<file path="src/rtl/bhb_sweep_ctrl_if.sv">
// BHB write-port controller bus: EX-stage update request, table read/write port and status.
interface bhb_sweep_ctrl_if #(
    parameter int unsigned Size = 1024,
    parameter int unsigned CntW = 32
);
    localparam int unsigned Idx  = $clog2(Size);
    localparam int unsigned EntW = 30 - Idx + 3;

    logic            flush;
    logic            upd_valid;
    logic [29:0]     upd_pc;
    logic            upd_taken;
    logic            upd_pred_taken;
    logic [Idx-1:0]  tbl_raddr;
    logic [EntW-1:0] tbl_rdata;
    logic            tbl_we;
    logic [Idx-1:0]  tbl_waddr;
    logic [EntW-1:0] tbl_wdata;
    logic            ready;
    logic            pred_en;
    logic [CntW-1:0] upd_cnt;
    logic [CntW-1:0] miss_cnt;

    modport master (
        output flush, upd_valid, upd_pc, upd_taken, upd_pred_taken, tbl_rdata,
        input  tbl_raddr, tbl_we, tbl_waddr, tbl_wdata, ready, pred_en, upd_cnt, miss_cnt
    );

    modport slave (
        input  flush, upd_valid, upd_pc, upd_taken, upd_pred_taken, tbl_rdata,
        output tbl_raddr, tbl_we, tbl_waddr, tbl_wdata, ready, pred_en, upd_cnt, miss_cnt
    );
endinterface

</file>
<file path="src/rtl/bhb_sweep_ctrl.sv">
// BHB write-port owner: invalidate sweep after reset/flush, then saturating-counter
// read-modify-write of resolved branches with same-index bypass and update/miss statistics.
module bhb_sweep_ctrl #(
    parameter int unsigned Size = 1024,
    parameter int unsigned CntW = 32
) (
    input logic              clk_i,
    input logic              rstn_i,
    bhb_sweep_ctrl_if.slave  bus_io
);
    localparam int unsigned Idx  = $clog2(Size);
    localparam int unsigned Tag  = 30 - Idx;
    localparam int unsigned EntW = Tag + 3;

    typedef enum logic {StSweep, StReady} state_e;

    state_e          state_q, state_d;
    logic [Idx-1:0]  idx_q, idx_d;
    logic            tbl_we_q, tbl_we_d;
    logic [Idx-1:0]  tbl_waddr_q, tbl_waddr_d;
    logic [EntW-1:0] tbl_wdata_q, tbl_wdata_d;
    logic            ready_q, ready_d;
    logic [CntW-1:0] upd_cnt_q, upd_cnt_d;
    logic [CntW-1:0] miss_cnt_q, miss_cnt_d;

    logic [Idx-1:0]  upd_idx;
    logic [Tag-1:0]  upd_tag;
    logic [EntW-1:0] src_entry;
    logic            bypass, hit, accept, mispredict;
    logic [1:0]      ctr_old, ctr_new;

    assign upd_idx    = bus_io.upd_pc[Idx-1:0];
    assign upd_tag    = bus_io.upd_pc[29:Idx];
    // The registered write has not reached storage yet, so it shadows the table read.
    assign bypass     = tbl_we_q && (tbl_waddr_q == upd_idx);
    assign src_entry  = bypass ? tbl_wdata_q : bus_io.tbl_rdata;
    assign hit        = src_entry[EntW-1] && (src_entry[EntW-2:2] == upd_tag);
    assign ctr_old    = hit ? src_entry[1:0] : 2'b01;
    assign accept     = ready_q && bus_io.upd_valid && !bus_io.flush;
    assign mispredict = bus_io.upd_taken != bus_io.upd_pred_taken;

    always_comb begin
        ctr_new = ctr_old;
        if (bus_io.upd_taken) begin
            if (ctr_old != 2'b11) ctr_new = ctr_old + 2'd1;
        end else begin
            if (ctr_old != 2'b00) ctr_new = ctr_old - 2'd1;
        end
    end

    always_comb begin
        state_d     = state_q;
        idx_d       = idx_q;
        tbl_we_d    = 1'b0;
        tbl_waddr_d = tbl_waddr_q;
        tbl_wdata_d = tbl_wdata_q;
        ready_d     = 1'b0;
        upd_cnt_d   = upd_cnt_q;
        miss_cnt_d  = miss_cnt_q;

        unique case (state_q)
            StSweep: begin
                tbl_we_d    = 1'b1;
                tbl_waddr_d = idx_q;
                tbl_wdata_d = EntW'(1);
                if (bus_io.flush) begin
                    idx_d = '0;
                end else begin
                    idx_d = idx_q + Idx'(1);
                    if (idx_q == Idx'(Size - 1)) state_d = StReady;
                end
            end
            StReady: begin
                if (bus_io.flush) begin
                    state_d = StSweep;
                    idx_d   = '0;
                end else begin
                    ready_d = 1'b1;
                    if (accept) begin
                        tbl_we_d    = 1'b1;
                        tbl_waddr_d = upd_idx;
                        tbl_wdata_d = {1'b1, upd_tag, ctr_new};
                    end
                end
            end
        endcase

        if (accept && (upd_cnt_q != '1)) upd_cnt_d = upd_cnt_q + CntW'(1);
        if (accept && mispredict && (miss_cnt_q != '1)) miss_cnt_d = miss_cnt_q + CntW'(1);
    end

    always_ff @(posedge clk_i or negedge rstn_i) begin
        if (!rstn_i) begin
            state_q     <= StSweep;
            idx_q       <= '0;
            tbl_we_q    <= 1'b0;
            tbl_waddr_q <= '0;
            tbl_wdata_q <= '0;
            ready_q     <= 1'b0;
            upd_cnt_q   <= '0;
            miss_cnt_q  <= '0;
        end else begin
            state_q     <= state_d;
            idx_q       <= idx_d;
            tbl_we_q    <= tbl_we_d;
            tbl_waddr_q <= tbl_waddr_d;
            tbl_wdata_q <= tbl_wdata_d;
            ready_q     <= ready_d;
            upd_cnt_q   <= upd_cnt_d;
            miss_cnt_q  <= miss_cnt_d;
        end
    end

    assign bus_io.tbl_raddr = upd_idx;
    assign bus_io.tbl_we    = tbl_we_q;
    assign bus_io.tbl_waddr = tbl_waddr_q;
    assign bus_io.tbl_wdata = tbl_wdata_q;
    assign bus_io.ready     = ready_q;
    assign bus_io.pred_en   = ready_q;
    assign bus_io.upd_cnt   = upd_cnt_q;
    assign bus_io.miss_cnt  = miss_cnt_q;
endmodule

</file>
<file path="src/flat_wrapper.sv">
// flat-port wrapper written by rule: the top's interface ports become plain ports
module bhb_sweep_ctrl_flat 
#(
    parameter int unsigned Size = 1024,
    parameter int unsigned CntW = 32
)
  (clk_i, rstn_i, bus_io_flush, bus_io_upd_valid, bus_io_upd_pc, bus_io_upd_taken, bus_io_upd_pred_taken, bus_io_tbl_rdata, bus_io_tbl_raddr, bus_io_tbl_we, bus_io_tbl_waddr, bus_io_tbl_wdata, bus_io_ready, bus_io_pred_en, bus_io_upd_cnt, bus_io_miss_cnt);
  bhb_sweep_ctrl_if #(.Size(Size), .CntW(CntW)) bus_io_i ();
  input logic clk_i;
  input logic rstn_i;
  input wire logic [$bits(bus_io_i.flush)-1:0] bus_io_flush;
  input wire logic [$bits(bus_io_i.upd_valid)-1:0] bus_io_upd_valid;
  input wire logic [$bits(bus_io_i.upd_pc)-1:0] bus_io_upd_pc;
  input wire logic [$bits(bus_io_i.upd_taken)-1:0] bus_io_upd_taken;
  input wire logic [$bits(bus_io_i.upd_pred_taken)-1:0] bus_io_upd_pred_taken;
  input wire logic [$bits(bus_io_i.tbl_rdata)-1:0] bus_io_tbl_rdata;
  output wire logic [$bits(bus_io_i.tbl_raddr)-1:0] bus_io_tbl_raddr;
  output wire logic [$bits(bus_io_i.tbl_we)-1:0] bus_io_tbl_we;
  output wire logic [$bits(bus_io_i.tbl_waddr)-1:0] bus_io_tbl_waddr;
  output wire logic [$bits(bus_io_i.tbl_wdata)-1:0] bus_io_tbl_wdata;
  output wire logic [$bits(bus_io_i.ready)-1:0] bus_io_ready;
  output wire logic [$bits(bus_io_i.pred_en)-1:0] bus_io_pred_en;
  output wire logic [$bits(bus_io_i.upd_cnt)-1:0] bus_io_upd_cnt;
  output wire logic [$bits(bus_io_i.miss_cnt)-1:0] bus_io_miss_cnt;
  assign bus_io_i.flush = bus_io_flush;
  assign bus_io_i.upd_valid = bus_io_upd_valid;
  assign bus_io_i.upd_pc = bus_io_upd_pc;
  assign bus_io_i.upd_taken = bus_io_upd_taken;
  assign bus_io_i.upd_pred_taken = bus_io_upd_pred_taken;
  assign bus_io_i.tbl_rdata = bus_io_tbl_rdata;
  assign bus_io_tbl_raddr = bus_io_i.tbl_raddr;
  assign bus_io_tbl_we = bus_io_i.tbl_we;
  assign bus_io_tbl_waddr = bus_io_i.tbl_waddr;
  assign bus_io_tbl_wdata = bus_io_i.tbl_wdata;
  assign bus_io_ready = bus_io_i.ready;
  assign bus_io_pred_en = bus_io_i.pred_en;
  assign bus_io_upd_cnt = bus_io_i.upd_cnt;
  assign bus_io_miss_cnt = bus_io_i.miss_cnt;
  bhb_sweep_ctrl #(.Size(Size), .CntW(CntW)) u_core (.clk_i(clk_i), .rstn_i(rstn_i), .bus_io(bus_io_i));
endmodule
</file>
<file path="config.mk">
export PLATFORM = sky130hd
export DESIGN_NAME = bhb_sweep_ctrl_flat
export DESIGN_NICKNAME = d
export VERILOG_FILES = /design/src/rtl/bhb_sweep_ctrl_if.sv /design/src/rtl/bhb_sweep_ctrl.sv /design/src/flat_wrapper.sv
export SDC_FILE = /design/constraint.sdc
export NUM_CORES = 1
export LEC_CHECK = 0
export ABC_AREA = 1
export CELL_PAD_IN_SITES_DETAIL_PLACEMENT = 1
export CELL_PAD_IN_SITES_GLOBAL_PLACEMENT = 1
export CORE_MARGIN = 10
export CORE_UTILIZATION = 36
export DETAILED_ROUTE_END_ITERATION = 8
export PLACE_DENSITY = 0.92
export SLEW_MARGIN = 20
export SYNTH_ARGS = -nofsm -noshare
export SYNTH_HDL_FRONTEND = slang
export SYNTH_SLANG_ARGS = --single-unit
</file>
<file path="constraint.sdc">
create_clock -name clk_i -period 2.7 [get_ports clk_i]
set_clock_uncertainty 0.2 [all_clocks]
set_input_delay 0.81 -clock clk_i [delete_from_list [all_inputs] [get_ports clk_i]]
set_output_delay 0.81 -clock clk_i [all_outputs]
set_load 0.02 [all_outputs]
</file>
Word-level counts from Yosys, hierarchy flattened
Index checks and enable logic that the tools add are counted.
Widths: inputs -> output; s select.
- add/sub/neg operators: 5
- equal/unequal tests: 10
- muxes and demuxes: 22
- bitwise operators: 1
- reduce and logical (&&, ||, !) cells: 10
- operator list (kind ; count):
    $mux 23 ; 3
    $add 32x1->32 const B ; 2
    $ne 32x32->1 const B ; 2
    $pmux 23 s2 ; 1
    $mux 10 ; 4
    $pmux 10 s2 ; 2
    $eq 20x20->1 ; 1
    $add 10x1->10 const B ; 1
    $eq 10x10->1 ; 1
    $eq 10x10->1 const B ; 1
    $mux 2 ; 4
    $ne 2x2->1 const B ; 4
    $logic_and 1x1->1 ; 7
    $mux 1 ; 6
    $pmux 1 s2 ; 2
    $add 2x1->2 const B ; 1
    $reduce_and 2->1 ; 1
    $reduce_bool 2->1 ; 1
    $sub 2x1->2 const B ; 1
    $logic_not 1->1 ; 1
    $ne 1x1->1 ; 1
    $not 1->1 ; 1
- register bits after elaboration: 110
- output and inout bits: 110
- logic and storage cells: 56

Depth between registers and ports, before layout
- depth in word-level cells: 12
- depth in mapped cells: 21

Worst setup path after synthesis
Ideal clock, no wire load.
- path kind: input to register
- start: in bus_io_flush
- end: reg u_core.upd_cnt_q[23], in the netlist u_core.bus_io.upd_cnt[23]
- setup time: 0.117 ns
- arrival time: 2.233 ns
- required time: 2.383 ns
- path slack: 0.150 ns
- stages on the path: 13
- path buffers: 0
- path through: inv_2 -> nand3_1 -> inv_1 -> nand2_2 -> nor3_2 -> nand3_2 -> or2_4 -> nor2_4 -> nand2_2 -> nor2_4 -> nand2_1 -> nand2_1 -> nand2_1
- cells in the longest elaborated chain, start to end: 3
- ends and longest elaborated chain (element ; line ; RTL):
    start, declared ; flat_wrapper.sv:11 ; input wire logic [$bits(bus_io_i.flush)-1:0] bus_io_flush;
    $logic_not 1->1 ; bhb_sweep_ctrl.sv:39 ; assign accept = ready_q && bus_io.upd_valid && !bus_io.flush;
    $logic_and 1x1->1 ; bhb_sweep_ctrl.sv:39 ;
    $logic_and 1x1->1 ; bhb_sweep_ctrl.sv:88 ; if (accept && (upd_cnt_q != '1)) upd_cnt_d = upd_cnt_q + CntW'(1);
    end signal, assigned ; bhb_sweep_ctrl.sv:109 ; upd_cnt_q <= upd_cnt_d;
    end, declared ; bhb_sweep_ctrl.sv:23 ; logic [CntW-1:0] upd_cnt_q, upd_cnt_d;
Every way passes these cells.
A chain may end at the register's enable or synchronous reset.

Final worst setup path
- start: in bus_io_upd_pc[3]
- end: reg u_core.tbl_wdata_q[0], in the netlist u_core.bus_io.tbl_wdata[0]
- cells in the longest elaborated chain, start to end: 12
- elaborated cells between the ends (all ways): 16
- those cells by class: add/sub: 2; eq/ne: 3; mux: 8; reduce/logical: 3
- ends and longest elaborated chain (element ; line ; RTL):
    start, declared ; flat_wrapper.sv:13 ; input wire logic [$bits(bus_io_i.upd_pc)-1:0] bus_io_upd_pc;
    $eq 10x10->1 (*) ; bhb_sweep_ctrl.sv:35 ; assign bypass = tbl_we_q && (tbl_waddr_q == upd_idx);
    $logic_and 1x1->1 (*) ; bhb_sweep_ctrl.sv:35 ;
    $mux 23 (*) ; bhb_sweep_ctrl.sv:36 ; assign src_entry = bypass ? tbl_wdata_q : bus_io.tbl_rdata;
    $eq 20x20->1 ; bhb_sweep_ctrl.sv:37 ; assign hit = src_entry[EntW-1] && (src_entry[EntW-2:2] == upd_tag);
    $logic_and 1x1->1 ; bhb_sweep_ctrl.sv:37 ;
    $mux 2 (*) ; bhb_sweep_ctrl.sv:38 ; assign ctr_old = hit ? src_entry[1:0] : 2'b01;
    $sub 2x1->2, or another cell as far along ; bhb_sweep_ctrl.sv:47 ; if (ctr_old != 2'b00) ctr_new = ctr_old - 2'd1;
    $mux 2, on equally long branches ; bhb_sweep_ctrl.sv:47, bhb_sweep_ctrl.sv:45 ;
    $mux 2 (*) ; bhb_sweep_ctrl.sv:44 ; if (bus_io.upd_taken) begin
    $mux 23 (*) ; bhb_sweep_ctrl.sv:79 ; if (accept) begin
    $mux 23 (*) ; bhb_sweep_ctrl.sv:74 ; if (bus_io.flush) begin
    $pmux 23 s2 (*) ; bhb_sweep_ctrl.sv:61 ; unique case (state_q)
    end signal, assigned ; bhb_sweep_ctrl.sv:107 ; tbl_wdata_q <= tbl_wdata_d;
    end, declared ; bhb_sweep_ctrl.sv:21 ; logic [EntW-1:0] tbl_wdata_q, tbl_wdata_d;
Mark *: on every way between the ends. The rest lies on a longest branch, timed or not. The select of a mux whose other input is x is not followed.

==> impl_metrics.yaml <==
setup_path:
  critPathBufInv: 3
  critPathSlowestCell: "nor2_8"
  max_stage_delay_ns: 0.20
  cp-end-kind: "register"
  arrival_ns: 2.96
  worstPathMaxFanout: 5
  cp_cell_sequence: "buf_4 > nand2_2 > nand2_2 > nor2_2 > nand2_2 > nor2_8 > nand2_8 > buf_12 > nand2_4 > nand2_1 > nand2_1 > nand2_1 > inv_1 > nand2_1 > nor2_1 > nand2_1 > nor2_2 > nand4_1 > nand2_1 > nand2_1 > a21oi_2"
  path_common_cell: "nand2_1"
  crit_family: "simple AND/OR/NAND/NOR gates"
  cp.required_ns: 2.79
  crit_type: "in -> reg"
  start_kind: "primary input"
worst_hold_path:
  hp-class: "in -> async"
synthesis:
  synthSimpleGateAreaFrac_pct: 33.81
  synth_compound_area_share_pct: 5.814
  synth_top_cells_by_area: "dfrtp_1, nand2_1, inv_1, xor2_1, nand3_1"
  muxShareOfSynthArea_pct: 0.3198
  synth_top_cell_by_area: "dfrtp_1"
  synth_ff_type: "dfrtp_1"
  synthesis.area_um2: 6650
  synth_xor_area_share_pct: 7.902
  synth_top_area_share_pct: 41.39
  syn_inst: 898
  synthArstFlopShare_pct: 100.0
  synth_edf_count: 0
  syn-num-nets: 960
  yosys_warnings: 0
  synth_top_family_by_area: "simple AND/OR/NAND/NOR gates"
  synth_cell_type_count: 42
  ys_seq_elements: 110
  synth_seq_area_share_pct: 41.39
  synth_fa_ha_area_share_pct: 0.5644
  avgSynthCellArea_um2: 7.405
detailed_routing:
  viasPerCell: 5.276
  postRouteAntennaNets: 0
  wirelength_um: 28550
  first_pass_iters: 5
  first_iter_violations: 405
  drc_errors: 0
  vias: 7234
  post_drt_wl_per_cell_um: 20.82
sta:
  finalSetupViolations: 2
  finalSetupTns_ns: -0.3295
  rsz0062_at_grt: "true"
  fmax_mhz: 348.0
  timing.final.hold_violations: 0
  min_period_ns: 2.873
  period_share_pct: 106.4
  worst_slack_ns: -0.1732
  worst_pin_slew_ns: 0.6462
  maxSlewViolCount: 0
  slew_headroom_pct: 56.92
clocking:
  cts_buffers: 9
  htree_num_levels: 3
  clockBufferDepth: 2
  ctsRootBufferMaster: "clkbuf_16"
  tritoncts: "yes"
  clk-insertion-delay-late_ns: 0.36
  clkSinkCount: 110
  clk_pin_slew_worst_paths_ns: 0.08
global_routing:
  gr-total-overflow: 0
  grt_use_total_pct: 21.33
  antenna_found_initial: 0
  grt_max_degree: 111
  grt_pass1_wl_um: 41650
  grt_pass1_vias: 7768
placement:
  pre_cts_slack_ns: -0.7592
  place_congestion: 0.8726
  place_inst: 1334
  portBuffers: 168
  dp_hpwl_um: 19150
power:
  p_per_area_nw_per_um2: 368.5
  power_frac_comb_pct: 16.2
  irDropWorstVdd_uv: 276.5
  p_int_mw: 2.599
  leakage_nw: 4.704
  switching_share_pct: 28.66
  p_switching_mw: 1.044
  p_seq_share_pct: 46.7
  clkPwrFrac_pct: 37.1
die:
  die_area_um2: 24310
  rows: 49
  coreArea_um2: 18090
  die_y_um: 155.9
  num_io_pins: 169
  die_x_um: 155.9
  floorplan.initialDensity_pct: 36.77
layout:
  drive_gt1_share_pct: 20.75
  antenna_cells: 0
  instances_no_fill: 1371
  synthToLayoutAreaGrowth_pct: 48.65
  layout_common_cells: "nand2_1, clkdlybuf4s50_1, inv_1"
  num-nets-final: 1199
  final_common_cell: "nand2_1"
outcome:
  violations: "setup timing"
  status: "finished, violations left"
flow_run:
  maxCapViolations: 0
[cell families after synthesis]
kind of cell	Yosys count
AND/OR/NAND/NOR	494
buffers and inverters	162
flip-flops	110
AO/OA/AOI/OAI	67
XOR/XNOR	60
adder cells (fa/ha/maj)	3
multiplexers	2
[through the flow]
stage / power (mW) / cell area (µm²) / hold slack, ns / util, %
after floorplan: 1.965 / 6650 / 0.2645 / -
after global placement: 2.223 / 8971 / 0.2829 / 49.60
after detailed placement: 2.239 / 8971 / 0.2886 / 49.60
after CTS: 3.604 / 9524 / 0.3013 / 52.66
after global routing: 3.789 / 9886 / 0.3213 / 54.66
final: 3.643 / 9886 / 0.2954 / 54.66
[state kept, by name, indices dropped and copies added, names as in the netlist]
register	cells
u_core.bus_io.tbl_we	1
u_core.bus_io.miss_cnt	32
u_core.bus_io.pred_en	1
u_core.bus_io.tbl_waddr	10
u_core.bus_io.tbl_wdata	23
u_core.idx_q	10
u_core.state_q	1
u_core.bus_io.upd_cnt	32
[metal layers]
metal | global-route usage, % | up-vias | share of wire [%]
met5 | 0 | - | 0
met4 | 6.295 | 0 | 3.5
met3 | 5.983 | 86 | 7.4
met2 | 38.36 | 299 | 50
met1 | 23.98 | 3537 | 39
li1 | - | 3312 | -
[worst paths after layout]
kind	start	to	slack (ns)	cells past startpoint
max in group asynchronous	rstn_i	u_core.bus_io.tbl_wdata[14]	1.48	2
worst min register to register	u_core.bus_io.miss_cnt[4]	u_core.bus_io.miss_cnt[4]	0.30	1
worst min-delay path	rstn_i	u_core.bus_io.tbl_waddr[3]	0.30	2
worst max register to register	u_core.bus_io.tbl_waddr[7]	u_core.bus_io.tbl_wdata[0]	-0.10	21
min in group clk_i	u_core.bus_io.miss_cnt[4]	u_core.bus_io.miss_cnt[4]	0.30	1
worst max-delay path	bus_io_upd_pc[3]	u_core.bus_io.tbl_wdata[0]	-0.17	21
[cells in the mapped netlist, types with 2 or more instances]
cell      number
buf_6          3
nand4_1       18
inv_2          6
nor3_1        33
o21ai_0       22
nor2_1        77
nor2_4         3
a21oi_2        2
buf_4         12
nand2_4        2
nand3_2        6
ha_1           3
clkinv_1       6
dfrtp_1      110
nand2_2       17
nor3b_1        3
o22ai_1       20
buf_2          2
nor4_1        10
nand3_1       66
inv_1        128
xnor2_1       17
o221ai_1       2
nand2_1      245
a21oi_1       17
nor2_2         6
clkbuf_1       5
xor2_1        43
[cell type report]
cell class,count,area (µm²)
clock buffer,12,256.5
clock inverter,4,28.78
fill,2196,8200
inverter,140,536.8
multi-input combinational,626,3586
sequential,110,2754
tap,229,286.5
timing repair buffer,250,2437
[worst reg2reg max path, stage by stage, from the launching register on]
cell,delay [ns]
dfrtp_1,0.42
inv_1,0.11
nand2_4,0.10
nand2_2,0.07
inv_2,0.07
nand3_4,0.09
nor2_8,0.22
nand2_8,0.11
buf_12,0.16
nand2_4,0.05
nand2_1,0.06
nand2_1,0.10
nand2_1,0.10
inv_1,0.07
nand2_1,0.05
nor2_1,0.10
nand2_1,0.09
nor2_2,0.12
nand4_1,0.16
nand2_1,0.11
nand2_1,0.07
a21oi_2,0.11
[timing repair]
item                       in CTS  in global routing
buffers inserted                8                 10
setup endpoints to repair      27                 21
gates cloned                    3                  1
hold buffers                    0                  0
pin swaps                      26                 45
gates resized for setup        86                 88
[power groups by stage]
stage | Combinational, mW | Sequential, mW | Clock [mW]
6_report | 0.590 | 1.70 | 1.35
5_1_grt | 0.635 | 1.70 | 1.45
4_1_cts | 0.536 | 1.70 | 1.37
3_5_place_dp | 0.510 | 1.73 | 0
3_3_place_gp | 0.496 | 1.73 | 0
2_1_floorplan | 0.214 | 1.75 | 0
Power figures use the tool's default switching activity.
